`src/rtl/time_display_scan.sv`:
```
// ---------------------------------------------------------------------------
// time_display_scan
//
// Multiplexed four-digit common-anode seven-segment driver. It takes the
// packed BCD game-time word and scans it across the display one digit per
// slot. A snapshot of the time word is taken once per frame, so all four
// digits of a frame come from the same value and the display never tears.
// Digit 2 lights the minutes/seconds separator. Nibbles that are not valid
// BCD (10..15) are shown as a dash.
//
// Optional feature macro: LEADING_ZERO_BLANK_EN
//    When defined, the digit 3 slot is left dark if the leading nibble of the
//    snapshot is zero. The slot still lasts its full length, so frame timing
//    does not change.
//
// Parameters
//    SCAN_DIV    clock cycles per digit slot (2 or more)
//
// Ports
//    clk         system clock, rising edge
//    reset       asynchronous, active-high reset; blanks the display
//    time_value  packed BCD time word, nibble k drives digit k (0 = rightmost)
//    an_n        digit enables, active-low, bit k = digit k
//    seg_n       segments {g,f,e,d,c,b,a}, active-low
//    dp_n        decimal point / separator, active-low
// ---------------------------------------------------------------------------
module time_display_scan #(
   parameter int SCAN_DIV = 50000
) (
   input  logic        clk,
   input  logic        reset,
   input  logic [15:0] time_value,
   output logic [3:0]  an_n,
   output logic [6:0]  seg_n,
   output logic        dp_n
);

   localparam int CW = (SCAN_DIV > 1) ? $clog2(SCAN_DIV) : 1;
   localparam logic [CW-1:0] DIV_LAST = CW'(SCAN_DIV - 1);

   // Segment patterns, active-low, ordered {g,f,e,d,c,b,a}
   localparam logic [6:0] SEG_DARK = 7'h7F;
   localparam logic [6:0] SEG_DASH = 7'h3F;

   // Scan state
   logic [CW-1:0] div_cnt_q, div_cnt_d;
   logic [1:0]    dig_q,     dig_d;
   logic [15:0]   snap_q,    snap_d;

   // Registered display outputs
   logic [3:0]    an_q,      an_d;
   logic [6:0]    seg_q,     seg_d;
   logic          dp_q,      dp_d;

   logic          slot_tick;
   logic [3:0]    nibble;
   logic [6:0]    seg_digit;

   // Prescaler, digit index and frame snapshot.
   // The snapshot is taken on the tick that leaves digit 3, so the new value
   // is in place exactly when digit 0 of the next frame begins.
   always_comb begin
      slot_tick = (div_cnt_q == DIV_LAST);
      div_cnt_d = div_cnt_q;
      dig_d     = dig_q;
      snap_d    = snap_q;

      if (slot_tick) begin
         div_cnt_d = '0;
         dig_d     = dig_q + 2'd1;
         if (dig_q == 2'd3) begin
            snap_d = time_value;
         end
      end else begin
         div_cnt_d = div_cnt_q + CW'(1);
      end
   end

   // BCD to seven-segment decode of the nibble for the current digit.
   // Anything outside 0..9 is shown as a dash so bad upstream data is
   // visible rather than garbled.
   always_comb begin
      nibble    = snap_q[{dig_q, 2'b00} +: 4];
      seg_digit = SEG_DASH;
      case (nibble)
         4'd0:    seg_digit = 7'h40;
         4'd1:    seg_digit = 7'h79;
         4'd2:    seg_digit = 7'h24;
         4'd3:    seg_digit = 7'h30;
         4'd4:    seg_digit = 7'h19;
         4'd5:    seg_digit = 7'h12;
         4'd6:    seg_digit = 7'h02;
         4'd7:    seg_digit = 7'h78;
         4'd8:    seg_digit = 7'h00;
         4'd9:    seg_digit = 7'h10;
         default: seg_digit = SEG_DASH;
      endcase
   end

   // Next values for the output registers. They follow the registered
   // digit index and snapshot, so the pins change one cycle after dig does.
   always_comb begin
      an_d  = ~(4'b0001 << dig_q);
      seg_d = seg_digit;
      dp_d  = (dig_q != 2'd2);

`ifdef LEADING_ZERO_BLANK_EN
      // Leading-zero blanking only ever applies to the most significant
      // digit; the slot keeps its length, only the light is withheld.
      if ((dig_q == 2'd3) && (snap_q[15:12] == 4'd0)) begin
         an_d  = 4'b1111;
         seg_d = SEG_DARK;
      end
`else
      // Every digit is always shown, including a leading zero.
`endif
   end

   // State and output registers. Reset blanks the display immediately and
   // restarts the scan at digit 0 with an all-zero snapshot.
   always_ff @(posedge clk or posedge reset) begin
      if (reset) begin
         div_cnt_q <= '0;
         dig_q     <= 2'd0;
         snap_q    <= 16'h0000;
         an_q      <= 4'b1111;
         seg_q     <= SEG_DARK;
         dp_q      <= 1'b1;
      end else begin
         div_cnt_q <= div_cnt_d;
         dig_q     <= dig_d;
         snap_q    <= snap_d;
         an_q      <= an_d;
         seg_q     <= seg_d;
         dp_q      <= dp_d;
      end
   end

   assign an_n  = an_q;
   assign seg_n = seg_q;
   assign dp_n  = dp_q;

endmodule

```
`config.mk`:
```
export PLATFORM = sky130hd
export DESIGN_NAME = time_display_scan
export DESIGN_NICKNAME = d
export VERILOG_FILES = /design/src/rtl/time_display_scan.sv
export SDC_FILE = /design/constraint.sdc
export NUM_CORES = 1
export LEC_CHECK = 0
export BUFFER_PORTS_ARGS = -buffer_cell sky130_fd_sc_hd__buf_4
export CORE_ASPECT_RATIO = 1.1
export CORE_MARGIN = 2
export CORE_UTILIZATION = 45
export CTS_CLUSTER_SIZE = 20
export DETAILED_ROUTE_END_ITERATION = 10
export GPL_TIMING_DRIVEN = 0
export PLACE_DENSITY_LB_ADDON = 0.25
export SLEW_MARGIN = 10
export SYNTH_ARGS = -nofsm -noshare
export SYNTH_HDL_FRONTEND = slang
export SYNTH_SLANG_ARGS = --single-unit
```
`constraint.sdc`:
```
create_clock -name clk -period 2.6 [get_ports clk]
set_clock_uncertainty 0.05 [all_clocks]
set_input_delay 0.13 -clock clk [delete_from_list [all_inputs] [get_ports clk]]
set_output_delay 0.13 -clock clk [all_outputs]
set_load 0.03 [all_outputs]
```
======== Word level (Yosys, flattened, before mapping) ========
Memory sizes are Yosys's and may differ from the RTL's. A register that Yosys moved wholly into a read port is not among the register bits.
Index checks and enable logic that the tools add are counted.
storage, ports and cells
  register bits after elaboration ......... 39
  latch bits .............................. 0
  RAM bits ................................ 0
  bits in read-only memories .............. 112
  output and inout port bits .............. 12
  word-level logic and storage cells ...... 16
  memories kept ........................... 1
memory list
  name             words  bits a word  read ports  clocked after memory_dff  write ports  RTL line  text
  (no name shown)  16     7            1           1                         0            85        case (nibble)
operators by class
  $add $sub $neg .......................... 2
  multiply operators ...................... 0
  div/mod/pow operators ................... 0
  magnitude comparators ................... 0
  equality and inequality tests ........... 3
  shift-type cells ........................ 2
  muxes and demuxes ....................... 1
  bitwise gates (word level) .............. 1
  reduce and logical (&&, ||, !) cells .... 1
operator list
  cell                                              count
  adder 16 x 1 -> 16 bit (second input constant)    1
  == test 16 bit (second input constant)            1
  2-to-1 mux 16 bit                                 1
  indexed part select 16 x 5 -> 4 bit               1
  NOT 4 bit                                         1
  left shift 1 x 2 -> 4 bit (first input constant)  1
  adder 2 x 1 -> 2 bit (second input constant)      1
  == test 2 bit (second input constant)             1
  inequality test 2 bit (second input constant)     1
  AND reduction 2 bit                               1

======== Longest topological paths before layout ========
Gate-level depths: netlist of the first run.
  depth in word-level cells ............... 2
  gate-level depth with buffers ........... 7
  mapped depth without buffers ............ 6

======== Least setup slack after synthesis of the first run ========
OpenSTA, ideal clock, no wires.
  path type ............................... register to register
  start ................................... register div_cnt_q[7]
  end ..................................... register snap_q[10]
  data arrival time ....................... 1.865 ns
  path slack .............................. 0.559 ns
  cell stages (with the launch flop) ...... 6
  buffers on the path ..................... 1
  cell sequence ........................... dfrtp_1 or4b_4 nor4_4 nand2_4 buf_6 mux2_4
between the ends
  longest elaborated chain between the ends .. 2
ends and longest elaborated chain
  what                           RTL line  text
  start: declaration             46        logic [CW-1:0] div_cnt_q, div_cnt_d;
  start signal: assignment       130       div_cnt_q <= div_cnt_d;
  == test 16 bit                 63        slot_tick = (div_cnt_q == DIV_LAST);
  AND reduction 2 bit (no line)  -
  end signal: assignment         132       snap_q <= snap_d;
  end: declaration               48        logic [15:0] snap_q, snap_d;
Every way passes these cells.
A chain may end at the register's enable or synchronous reset.

======== Final worst setup path of the first run ========
  start ................................... register dig_q[0]
  end ..................................... register seg_q[5], in the netlist seg_n[5]
between the ends
  longest elaborated chain between the ends .. 1
ends and longest elaborated chain
  what                                 RTL line  text
  start: declaration                   47        logic [1:0] dig_q, dig_d;
  start signal: assignment             131       dig_q <= dig_d;
  indexed part select 16 x 5 -> 4 bit  83        nibble = snap_q[{dig_q, 2'b00} +: 4];
  end: declaration                     52        logic [6:0] seg_q, seg_d;
Every way passes these cells.

==> flow_metrics.env, run 1 <==
export IMPL_placement_setup_worst_slack_ps=346
export IMPL_placement_cell_area_sq_um=2470
export IMPL_number_of_antenna_violations_at_the_first_check_in_global_routing=0
export IMPL_cp_cell_sequence="clkbuf_1 -> mux4_2 -> inv_1 -> ha_1 -> nor2_1 -> a211oi_1 -> a21oi_1"
export IMPL_hold_viol_final=0
export IMPL_report_final_slew_viol_count=0
export IMPL_gate_count_after_technology_mapping=171
export IMPL_final_antenna_net_count=0
export IMPL_clk_root_buffer_cell="sky130_fd_sc_hd__clkbuf_8"
export IMPL_clock_path_buffers=2
export IMPL_detail_route_drc_violations=0
export IMPL_fp_dieH_um=76.7
export IMPL_cts_htree_levels=2
export IMPL_area_fraction_of_the_dominant_cell_type_after_synthesis_pct=39.3
export IMPL_num_io_pins=30
export IMPL_setup_ws_ps=389
export IMPL_first_pass_grt_wire_length_um=6290
export IMPL_synth_edff_count=0
export IMPL_global_route_overflow_total=0
export IMPL_average_cell_area_after_synthesis_sq_um=12.7
export IMPL_grt_setup_unrepaired="no"
export IMPL_finalHoldWorstSlack_ps=17.5
export IMPL_pleak_nw=1.21
export IMPL_max_slew_margin_pct=71.4
export IMPL_period_minus_slack_ps=2210
export IMPL_outcome="complete, no violations"
export IMPL_clk_pin_slew_worst_paths_ps=80
export IMPL_pwrdens_nw_per_um2=489
export IMPL_netlist_top_cell_by_area="sky130_fd_sc_hd__dfrtp_1"
export IMPL_synth_yosys_seq_area_share_pct=52.7
export IMPL_clock_sinks=45
export IMPL_final_net_count=240
export IMPL_critical_path_max_fanout=7
export IMPL_fillerInstances=387
export IMPL_cts_buffers=5
export IMPL_cp_data_required_time_ps=2770
export IMPL_first_iter_violations=47
export IMPL_layout_area_overhead_vs_synth_pct=19.3
export IMPL_ys_dominant_reg_cell="sky130_fd_sc_hd__dfrtp_1"
export IMPL_first_global_vias=1436
export IMPL_routabilityCongestion=0.768
export IMPL_drt_total_wl_um=3740
export IMPL_class_of_the_most_critical_hold_timing_path="in2reg"
export IMPL_r2r_cells=7
export IMPL_synth_async_reset_ratio_pct=100
export IMPL_dr_total_vias=1377
export IMPL_synthesized_netlist_net_count=200
export IMPL_synth_seq_cells=45
export IMPL_worstPathArrival_ps=2380
export IMPL_netlist_area_sq_um=2160
export IMPL_max_cap_violations=0
export IMPL_fmax_mhz=452
export IMPL_vias_per_cell=5.14
export IMPL_crit_path_end_kind="register"
export IMPL_track_usage_pct=14.9
export IMPL_insertedDiodeCount=0
export IMPL_timing_worst_setup_path_type="reg2reg"
export IMPL_fp_dieArea_sq_um=5380
export IMPL_dieWidth_um=70.1
export IMPL_firstDrtPassIters=4
export IMPL_place_hpwl_um=2800
export IMPL_route_detailed_wl_per_inst_um=14.0
export IMPL_crit_path_top_delay_cell="sky130_fd_sc_hd__mux4_2"
export IMPL_worst_hold_path_num_cells=2
export IMPL_worst_pin_slew_ps=429
export IMPL_numPortBuffers=29
export IMPL_skew_pair_late_insertion_delay_ps=290
export IMPL_aggregate_negative_setup_slack_ps=0
export IMPL_cp_slowest_stage_delay_ps=630
export IMPL_post_route_cells_drive_above_1_share_pct=34.9
export IMPL_most_area_consuming_cells_after_synthesis="sky130_fd_sc_hd__dfrtp_1 39%, sky130_fd_sc_hd__dfstp_2 13%, sky130_fd_sc_hd__mux2_4 6.9%"
export IMPL_max_vdd_ir_drop_mv=0.315
export IMPL_tritoncts_clock_tree="done"
export IMPL_critical_path_source_type="register"
export IMPL_maximum_number_of_pins_on_one_net_before_global_route_repair=36
export IMPL_placement_rows=26
export IMPL_final_common_cell="sky130_fd_sc_hd__dfrtp_1"
export IMPL_layout_common_cells="34 x sky130_fd_sc_hd__dfrtp_1, 30 x sky130_fd_sc_hd__buf_4, 16 x sky130_fd_sc_hd__nor2_1, 11 x sky130_fd_sc_hd__ha_1, 11 x sky130_fd_sc_hd__dfstp_2"
export IMPL_yosys_warnings=0
export IMPL_initial_cell_density_of_the_core_pct=46.5
export IMPL_core_sq_um=4650
export IMPL_post_synth_num_cell_types=32
export IMPL_post_route_period_util_pct=85.0
export IMPL_setup_viol_count_final=0
export IMPL_layout_cell_area_non_filler_sq_um=2580
## flip-flops by register name, summed over array words and instances, names as in the netlist
register,cells
an_n,4
dig_q,2
snap_q,16
div_cnt_q,16
seg_n,7
## critical path, delay by kind of cell (launching register included)
family | cells | cell delay [ps]
compound gates | 2 | 310
fa+ha+maj | 1 | 190
buf+inv | 2 | 540
flops | 1 | 380
mux | 1 | 630
simple gates | 1 | 50
## final timing paths
kind	startpoint	slack, ps	end
setup / recovery	dig_q[0]$_DFFE_PP0N_	390	seg_n[5]$_DFF_PP1_
hold / removal	time_value[1]	20	snap_q[1]$_DFFE_PP0P_
setup reg to reg	dig_q[0]$_DFFE_PP0N_	390	seg_n[5]$_DFF_PP1_
hold reg to reg	div_cnt_q[0]$_DFF_PP0_	440	div_cnt_q[0]$_DFF_PP0_
max in group asynchronous	reset	1700	seg_n[3]$_DFF_PP1_
min in group asynchronous	reset	280	div_cnt_q[14]$_DFF_PP0_
## synthesized netlist by cell type, drive strengths merged, types with 4 or more instances
| cell type | n |
|---|---|
| a21oi | 6 |
| dfrtp | 34 |
| dfstp | 11 |
| ha | 11 |
| inv | 11 |
| mux2 | 17 |
| mux4 | 4 |
| nand2 | 6 |
| nand3 | 5 |
| nand4 | 5 |
| nor2 | 16 |
| nor3 | 4 |
| nor4 | 5 |
| xnor2 | 8 |
| xor2 | 5 |
## through the flow
| step | utilization (%) | cells | total power [mW] |
|---|---|---|---|
| detailed placement | 53.1 | 257 | 0.872 |
| finish | 55.5 | 268 | 1.26 |
| floorplan | - | 171 | 0.820 |
| global placement | 52.7 | 256 | 0.863 |
| global route | 55.5 | 268 | 1.33 |
| CTS | 55.1 | 266 | 1.28 |
## cell type report
| type | count | area [sq um] | share of cell area (%) |
|---|---|---|---|
| tap | 56 | 70.1 | 2.71 |
| multi-input combinational | 109 | 948 | 36.7 |
| clock buffer | 8 | 80.1 | 3.10 |
| timing repair buffer | 33 | 268 | 10.4 |
| sequential | 45 | 1140 | 44.1 |
| inverter | 11 | 41.3 | 1.60 |
| buffer | 6 | 35.0 | 1.36 |
## routing by layer
layer | up-vias | GRT usage (%) | part of all wire, %
met5 | - | 0 | 0
met4 | 0 | 7.12 | 2.1
met3 | 9 | 3.94 | 4.2
met2 | 29 | 24.3 | 49
met1 | 670 | 18.4 | 44
li1 | 669 | - | -
## cell families (layout without fill, tap and decap cells)
group	Yosys count	count (layout)	share of synthesized area [%]
buf+inv	17	58	3.53
flops	45	45	52.7
simple gates	49	49	12.9
compound gates	14	14	4.05
mux	22	22	15.2
xor+xnor	13	13	5.26
fa+ha+maj	11	11	6.36
## power by group
part           internal [mW]  total, mW  switching [mW]  leakage, nW
sequential             0.728      0.739          0.0110        0.539
combinational         0.0610      0.122          0.0608        0.636
clock                  0.191      0.404           0.213       0.0395
total                  0.980       1.26           0.284         1.21
## timing repair
action | 4_1_cts | 5_1_grt
endpoints found under the hold margin | 10 | 2
resized for setup | 0 | 0
setup endpoints to repair | 0 | 0
buffers inserted | 0 | 0
hold buffers | 1 | 2
Note: power is estimated with default switching activity, not from simulation.
==> run 2: changes to the inputs <==
- CELL_PAD_IN_SITES_DETAIL_PLACEMENT: unset -> 0
- CELL_PAD_IN_SITES_GLOBAL_PLACEMENT: unset -> 1
==> run 2 against run 1 <==
Net effect: total power is 0.42% lower; register-to-register slack barely moved; critical endpoint is now seg_n[3]$_DFF_PP1_; global-route usage up 0.54 points; sequential power about the same; cell count shrank 0.75%; setup slack gained 13 ps; combinational power barely moved; routed wire length is 4.1% higher; sequential share of layout area grew 0.34 points.
==> flow_metrics.env, run 2 (synthesis results as in run 1) <==
export IMPL_vias_per_cell=5.15
export IMPL_tritoncts_clock_tree="done"
export IMPL_numPortBuffers=29
export IMPL_place_hpwl_um=2890
export IMPL_post_cts_resize_count=0
export IMPL_placement_rows=26
export IMPL_insertedDiodeCount=0
export IMPL_layout_area_overhead_vs_synth_pct=18.4
export IMPL_worst_pin_slew_ps=429
export IMPL_final_net_count=238
export IMPL_firstDrtPassIters=4
export IMPL_post_route_period_util_pct=84.5
export IMPL_dieWidth_um=70.1
export IMPL_max_cap_violations=0
export IMPL_post_route_cells_drive_above_1_share_pct=35.2
export IMPL_cts_htree_levels=2
export IMPL_pwrdens_nw_per_um2=491
export IMPL_fmax_mhz=455
export IMPL_clk_pin_slew_worst_paths_ps=80
export IMPL_outcome="complete, no violations"
export IMPL_initial_cell_density_of_the_core_pct=46.5
export IMPL_layout_common_cells="34 x sky130_fd_sc_hd__dfrtp_1, 30 x sky130_fd_sc_hd__buf_4, 16 x sky130_fd_sc_hd__nor2_1, 11 x sky130_fd_sc_hd__ha_1, 11 x sky130_fd_sc_hd__dfstp_2"
export IMPL_max_vdd_ir_drop_mv=0.241
export IMPL_critical_path_source_type="register"
export IMPL_min_delay_endpoint="snap_q[2]$_DFFE_PP0P_"
export IMPL_first_pass_grt_wire_length_um=6530
export IMPL_cp_data_required_time_ps=2760
export IMPL_route_detailed_wl_per_inst_um=14.7
export IMPL_global_route_overflow_total=0
export IMPL_dr_total_vias=1370
export IMPL_detail_route_drc_violations=0
export IMPL_grt_setup_unrepaired="no"
export IMPL_aggregate_negative_setup_slack_ps=0
export IMPL_first_iter_violations=73
export IMPL_pleak_nw=1.21
export IMPL_r2r_cells=7
export IMPL_hold_viol_final=0
export IMPL_worst_r2r_setup_slack_ps=400
export IMPL_crit_path_end_kind="register"
export IMPL_drt_total_wl_um=3900
export IMPL_cts_buffers=5
export IMPL_min_from="time_value[2]"
export IMPL_clock_path_buffers=2
export IMPL_final_common_cell="sky130_fd_sc_hd__dfrtp_1"
export IMPL_clk_root_buffer_cell="sky130_fd_sc_hd__clkbuf_8"
export IMPL_setup_ws_ps=402
export IMPL_end_of_the_worst_register_to_register_path="seg_n[3]$_DFF_PP1_"
export IMPL_max_slew_margin_pct=71.4
export IMPL_core_sq_um=4650
export IMPL_critical_path_max_fanout=7
export IMPL_number_of_antenna_violations_at_the_first_check_in_global_routing=0
export IMPL_fp_dieH_um=76.7
export IMPL_num_io_pins=30
export IMPL_first_global_vias=1378
export IMPL_setup_viol_count_final=0
export IMPL_track_usage_pct=15.4
export IMPL_skew_pair_late_insertion_delay_ps=290
export IMPL_worstPathArrival_ps=2360
export IMPL_regToRegStartpoint="dig_q[0]$_DFFE_PP0N_"
export IMPL_clock_sinks=45
export IMPL_report_final_slew_viol_count=0
export IMPL_worst_hold_path_num_cells=2
export IMPL_period_minus_slack_ps=2200
export IMPL_placement_setup_worst_slack_ps=404
export IMPL_maximum_number_of_pins_on_one_net_before_global_route_repair=36
export IMPL_cp_startpoint="dig_q[0]$_DFFE_PP0N_"
export IMPL_timing_worst_setup_path_type="reg2reg"
export IMPL_fp_dieArea_sq_um=5380
export IMPL_routabilityCongestion=0.750
export IMPL_final_antenna_net_count=0
export IMPL_class_of_the_most_critical_hold_timing_path="in2reg"
## run 2: cell count changes in the layout (fill, tap and decap cells not counted), sizes merged
| cell | before | now |
|---|---|---|
| dlygate4sd3 | 3 | 1 |
## run 2: worst max-delay path, stage by stage, from the launching register on
cell,delay (ps)
sky130_fd_sc_hd__dfrtp_1,380
sky130_fd_sc_hd__clkbuf_1,370
sky130_fd_sc_hd__mux4_2,630
sky130_fd_sc_hd__inv_1,150
sky130_fd_sc_hd__ha_1,270
sky130_fd_sc_hd__inv_1,60
sky130_fd_sc_hd__a21oi_1,50
sky130_fd_sc_hd__o21ai_0,160
## run 2: power breakdown
part	switching [mW]	leakage, nW	internal [mW]	total [mW]
Sequential	0.0114	0.539	0.728	0.739
Clock	0.210	0.0395	0.191	0.401
Combinational	0.0598	0.628	0.0591	0.119
Total	0.281	1.21	0.978	1.26
## run 2: worst max-delay path by stage
| stage | depth (start not counted) | slack (ps) | to |
|---|---|---|---|
| final | 7 | 400 | seg_n[3]$_DFF_PP1_ |
| after global routing | 7 | 200 | seg_n[3]$_DFF_PP1_ |
| after CTS | 7 | 380 | seg_n[3]$_DFF_PP1_ |
| after detailed placement | 7 | 400 | seg_n[3]$_DFF_PP1_ |
| after global placement | 7 | 410 | seg_n[3]$_DFF_PP1_ |
| after floorplan | 5 | 560 | snap_q[10]$_DFFE_PP0P_ |
## run 2: area by class of cell
type                            count  area [sq um]
Buffer                              6          35.0
Clock buffer                        8          80.1
Fill cell                         394          2090
Inverter                           11          41.3
Multi-Input combinational cell    109           948
Sequential cell                    45          1140
Tap cell                           56          70.1
Timing Repair Buffer               31           248
## run 2: metrics by stage
step | hold WS [ps] | std cells | util (%) | instance area [sq um] | power (mW)
after floorplan | 229 | 171 | - | 2160 | 0.820
after global placement | 312 | 256 | 52.7 | 2450 | 0.864
after detailed placement | 31.4 | 257 | 53.1 | 2470 | 0.872
after CTS | 4.53 | 266 | 55.1 | 2560 | 1.28
after global routing | 0.186 | 266 | 55.1 | 2560 | 1.33
final | 10.3 | 266 | 55.1 | 2560 | 1.26
## run 2: timing repair
item                      in CTS  in global routing
hold endpoints to repair      10                  0
hold buffers                   1                  0
setup buffers                  0                  0
## run 2: per-layer routing
metal	up-vias	wire length, um	track usage [%]
met2	27	1840	24.0
met3	4	157	4.34
met5	-	0	0
met4	0	36	4.62
li1	666	-	-
met1	673	1860	21.2
